**src/rtl/jpeg_byte_stuffer.sv**
```systemverilog
// Serialises 32-bit words MSB-first into bytes, inserting 0x00 after each 0xFF and appending EOI on the last word.
// Latency: first byte is valid the cycle after the word is accepted. Backpressure: outputs hold while byte_out_ready is low.
// word_in_ready may be high combinationally on the final byte of a word, giving back-to-back streaming.
module jpeg_byte_stuffer (
    input  logic        clock,
    input  logic        reset_n,
    input  logic        word_in_valid,
    input  logic [31:0] word_in,
    input  logic [1:0]  word_in_nbytes,
    input  logic        word_in_last,
    output logic        word_in_ready,
    output logic        byte_out_valid,
    output logic [7:0]  byte_out,
    input  logic        byte_out_ready,
    output logic [31:0] byte_count
);

    typedef enum logic [2:0] {
        S_IDLE,
        S_EMIT,
        S_STUFF,
        S_EOI_FF,
        S_EOI_D9
    } state_t;

    state_t      state;
    logic [31:0] word_q;
    logic [2:0]  n_q;
    logic        last_q;
    logic [1:0]  idx_q;

    logic        xfer;
    logic        accept;
    logic        more;
    logic [1:0]  idx_nxt;
    logic [2:0]  n_in;

    function automatic logic [7:0] byte_sel(input logic [31:0] w, input logic [1:0] i);
        logic [7:0] b;
        case (i)
            2'd0:    b = w[31:24];
            2'd1:    b = w[23:16];
            2'd2:    b = w[15:8];
            default: b = w[7:0];
        endcase
        return b;
    endfunction

    assign idx_nxt        = idx_q + 2'd1;
    assign more           = ({1'b0, idx_q} + 3'd1) < n_q;
    assign n_in           = (word_in_nbytes == 2'd0) ? 3'd4 : {1'b0, word_in_nbytes};
    assign byte_out_valid = (state != S_IDLE);
    assign xfer           = byte_out_valid && byte_out_ready;

    // Accepting in EMIT only happens on the last byte of a non-final word, so it implies a transfer.
    assign word_in_ready  = (state == S_IDLE) ||
                            ((state == S_EMIT) && !more && (byte_out != 8'hFF) &&
                             !last_q && byte_out_ready);
    assign accept         = word_in_valid && word_in_ready;

    always_ff @(posedge clock or negedge reset_n) begin
        if (!reset_n) begin
            state      <= S_IDLE;
            word_q     <= '0;
            n_q        <= '0;
            last_q     <= 1'b0;
            idx_q      <= '0;
            byte_out   <= 8'h00;
            byte_count <= '0;
        end else begin
            if (xfer) begin
                byte_count <= byte_count + 32'd1;
            end
            if (accept) begin
                word_q   <= word_in;
                n_q      <= n_in;
                last_q   <= word_in_last;
                idx_q    <= 2'd0;
                byte_out <= word_in[31:24];
                state    <= S_EMIT;
            end else if (xfer) begin
                case (state)
                    S_EMIT: begin
                        if (byte_out == 8'hFF) begin
                            byte_out <= 8'h00;
                            state    <= S_STUFF;
                        end else if (more) begin
                            idx_q    <= idx_nxt;
                            byte_out <= byte_sel(word_q, idx_nxt);
                        end else if (last_q) begin
                            byte_out <= 8'hFF;
                            state    <= S_EOI_FF;
                        end else begin
                            byte_out <= 8'h00;
                            state    <= S_IDLE;
                        end
                    end
                    S_STUFF: begin
                        if (more) begin
                            idx_q    <= idx_nxt;
                            byte_out <= byte_sel(word_q, idx_nxt);
                            state    <= S_EMIT;
                        end else if (last_q) begin
                            byte_out <= 8'hFF;
                            state    <= S_EOI_FF;
                        end else begin
                            byte_out <= 8'h00;
                            state    <= S_IDLE;
                        end
                    end
                    S_EOI_FF: begin
                        byte_out <= 8'hD9;
                        state    <= S_EOI_D9;
                    end
                    S_EOI_D9: begin
                        byte_out <= 8'h00;
                        state    <= S_IDLE;
                    end
                    default: begin
                        byte_out <= 8'h00;
                        state    <= S_IDLE;
                    end
                endcase
            end
        end
    end

endmodule

```
**config.mk**
```make
export PLATFORM = sky130hd
export DESIGN_NAME = jpeg_byte_stuffer
export DESIGN_NICKNAME = d
export VERILOG_FILES = /design/src/rtl/jpeg_byte_stuffer.sv
export SDC_FILE = /design/constraint.sdc
export NUM_CORES = 1
export LEC_CHECK = 0
export BUFFER_PORTS_ARGS = -buffer_cell sky130_fd_sc_hd__buf_2
export CAP_MARGIN = 5
export CORE_AREA = 2 2 109 111
export DETAILED_ROUTE_END_ITERATION = 6
export DIE_AREA = 0 0 111 113
export PLACE_DENSITY_LB_ADDON = 0.1
export SYNTH_ARGS = -nofsm -noshare
export SYNTH_HDL_FRONTEND = slang
export SYNTH_SLANG_ARGS = --single-unit
```
**constraint.sdc**
```tcl
create_clock -name clock -period 2.54 [get_ports clock]
set_clock_uncertainty 0.1 [all_clocks]
set_input_delay 0 -clock clock [delete_from_list [all_inputs] [get_ports clock]]
set_output_delay 0 -clock clock [all_outputs]
set_load 0.01 [all_outputs]
```
==> impl_metrics.ini <==
[outcome]
status = finished, final reports clean

[cts]
postCtsResizedCells = 0
clkTransAtPathRegs_ns = 0.06
cts_tree = built
cts.sinks = 81
h-tree-depth = 3
clockBufferDepth = 2
ctsRootBufferMaster = clkbuf_16
cts_buffers = 9
clock_latency_ns = 0.34

[floorplan]
core_area_um2 = 11300
die_h_um = 113
die_x_um = 111
io_pins = 81
initial_core_util_pct = 34.6
rows = 39
die_area_um2 = 12500

[route]
wl_per_cell_um = 14.6
dr.pass1.iters = 5
routed-via-count = 2987
antenna_left = 0
drc = 0
wl_um = 9000
drt_iter0_markers = 182
via_per_inst = 4.86

[setup_path]
critPathMaxFanout = 27
cp.arrival_ns = 2.51
startpoint_type = register
rrSetupSlack_ns = 0.15
critPathKind = register to register
worst_setup_path_end_kind = register
rr_endpoint = word_q[15]$_DFFE_PN0P_
ff2ff_path_depth = 8
worst_ep_required_time_ns = 2.66
rr_startpoint = idx_q[0]$_DFFE_PN0P_

[layout]
layout_commonest_cell = dfrtp_1
multiInputGateArea_um2 = 1680
n_antenna_cell = 0
nets = 514
area.growth.synth_to_final_pct = 32.3
most-common-layout-cells = dfrtp_1 (81), buf_2 (79), dlygate4sd3_1 (37), nand2_1 (36), inv_1 (26)
drive_gt1_share_pct = 30.9
regArea_um2 = 2030
fill_cells = 1104

[pwr]
p_clk_share_pct = 26.3
p_comb_share_pct = 34.9
p_leak_nw = 2.50
p_sw_share_pct = 33.8
report.power.total_mw = 5.20
power_density_nw_per_um2 = 1010
power.internal_mw = 3.44
pwr-share-seq_pct = 38.8
ir_worst_vdd_uv = 439
power_switching_mw = 1.76

[synth]
synth_area_leaders = dfrtp_1 (52%), xnor2_1 (4.9%), mux2_2 (4.9%), nand2_1 (3.5%), o21ai_0 (2.7%)
synth-edff-count = 0
netlist_area_um2 = 3900
syn_inst = 345
syn_area_per_cell_um2 = 11.3
syn-num-nets = 392
synthDistinctLibCells = 46
synth-seq-cells = 81
ys_async_sr_fraction_pct = 100
synthFlopType = dfrtp_1
ys_warn_count = 0
synth_top_area_share_pct = 51.9
yosys.area.top_type = dfrtp_1
ys_seq_area_share_pct = 51.9

[grt]
antenna_found_initial = 0
grt_max_degree = 52
overflow = 0
grt_pass1_wl_um = 15200
grt.total_usage_pct = 15.3
grt_pass1_vias = 2943

[placed_design]
dp_hpwl_um = 6260
place_congestion = 0.722
io_buffer_count = 80

[sta]
max_freq_ghz = 0.419
tns_ns = 0
relSlewSlack_pct = 54.3
hold_violations = 0
fin_crit_sh_pct = 94.1
rsz0062_at_grt = no
drv_slew = 0
worst_slew_pin_slew_ns = 0.685
setup_viol = 0
fin_crit_ns = 2.39

[min_path]
holdPathEnd = byte_out[2]$_DFFE_PN0P_
hold_path_class = primary input to register
hold_depth = 4
min_from = word_in_valid

[flow_run]
cap_viol_max_count = 0
-- layer usage --
layer,vias to the layer above,GRT usage (%),share of wire [%]
li1,1444,-,-
met1,1470,21.5,48
met2,61,23.4,47
met3,12,3.75,3.4
met4,0,5.25,1.6
met5,-,0,0
-- sequential cells by signal, summed over array words and instances, names as in the netlist --
signal      cells
state           3
word_q         32
last_q          1
byte_count     32
byte_out        8
n_q             3
idx_q           2
-- through the flow --
step	cell area [µm²]	utilization, %	std cells	setup slack (ns)	hold slack, ns
CTS	5160	45.8	614	0.0981	0.125
global route	5160	45.8	615	0.0419	0.174
detailed placement	4470	39.7	561	0.113	-0.00887
global placement	4470	39.7	561	0.248	-0.0154
floorplan	3900	-	345	0.192	-0.396
finish	5160	45.8	615	0.151	0.132
-- critical path, stage by stage (launching register included) --
cell     delay (ns)
dfrtp_1        0.43
inv_1          0.09
ha_1           0.32
ha_1           0.28
nand2_1        0.04
o21ai_1        0.18
a32o_2         0.28
buf_12         0.19
mux2_2         0.34
-- area by class of cell --
type                       count  share of cell area, %
tap                          143                   3.46
multi-input combinational    223                   32.5
sequential                    81                   39.2
clock inverter                 3                  0.896
timing repair buffer         126                   16.8
inverter                      26                   1.89
clock buffer                  13                   5.23
-- kinds of logic after synthesis --
| kind of cell | Yosys count | synth area share (%) |
|---|---|---|
| DFF | 81 | 51.9 |
| muxes | 31 | 9.01 |
| buffers and inverters | 41 | 5.10 |
| xor gates and xnor gates | 32 | 7.37 |
| adders and majority gates | 8 | 2.56 |
| AOI/OAI and AO/OA | 56 | 9.87 |
| and+or+nand+nor | 96 | 14.2 |
-- Yosys cell counts (all sizes together) (2+ instances only) --
cell type	n
buf	10
xor2	9
inv	26
mux2i	10
clkbuf	5
dfrtp	81
and2	2
or2	6
nor2	18
o21ai	22
a31oi	3
a222oi	8
ha	8
nor4	3
nand3	8
nand4	8
a21oi	12
nand2	36
nor3	2
xnor2	23
mux2	21
and3	5
o31ai	2
and4	7
-- power by group through the flow --
| stage | logic (mW) | registers, mW | clock network (mW) |
|---|---|---|---|
| after global routing | 2.03 | 2.08 | 1.48 |
| after detailed placement | 1.78 | 2.05 | 0 |
| final | 1.82 | 2.02 | 1.37 |
| after global placement | 1.74 | 2.03 | 0 |
| after floorplan | 1.26 | 1.98 | 0 |
| after CTS | 1.83 | 2.03 | 1.41 |
-- how the worst max path moves through the flow --
stage | startpoint | end | slack (ns) | cells after the start
after global routing | idx_q[0]$_DFFE_PN0P_ | word_q[6]$_DFFE_PN0P_ | 0.04 | 8
after global placement | idx_q[0]$_DFFE_PN0P_ | word_q[15]$_DFFE_PN0P_ | 0.25 | 8
after floorplan | idx_q[0]$_DFFE_PN0P_ | word_q[10]$_DFFE_PN0P_ | 0.19 | 9
after CTS | idx_q[0]$_DFFE_PN0P_ | byte_out[1]$_DFFE_PN0P_ | 0.1 | 9
after detailed placement | idx_q[0]$_DFFE_PN0P_ | byte_out[1]$_DFFE_PN0P_ | 0.11 | 9
final | idx_q[0]$_DFFE_PN0P_ | word_q[15]$_DFFE_PN0P_ | 0.15 | 8
-- repair_timing --
| item | 4_1_cts | 5_1_grt |
|---|---|---|
| endpoints found under the setup margin | 0 | 9 |
| endpoints found under the hold margin | 95 | 0 |
| hold buffers | 37 | 0 |
| setup buffers | 0 | 1 |
Power figures use the tool's default switching activity.
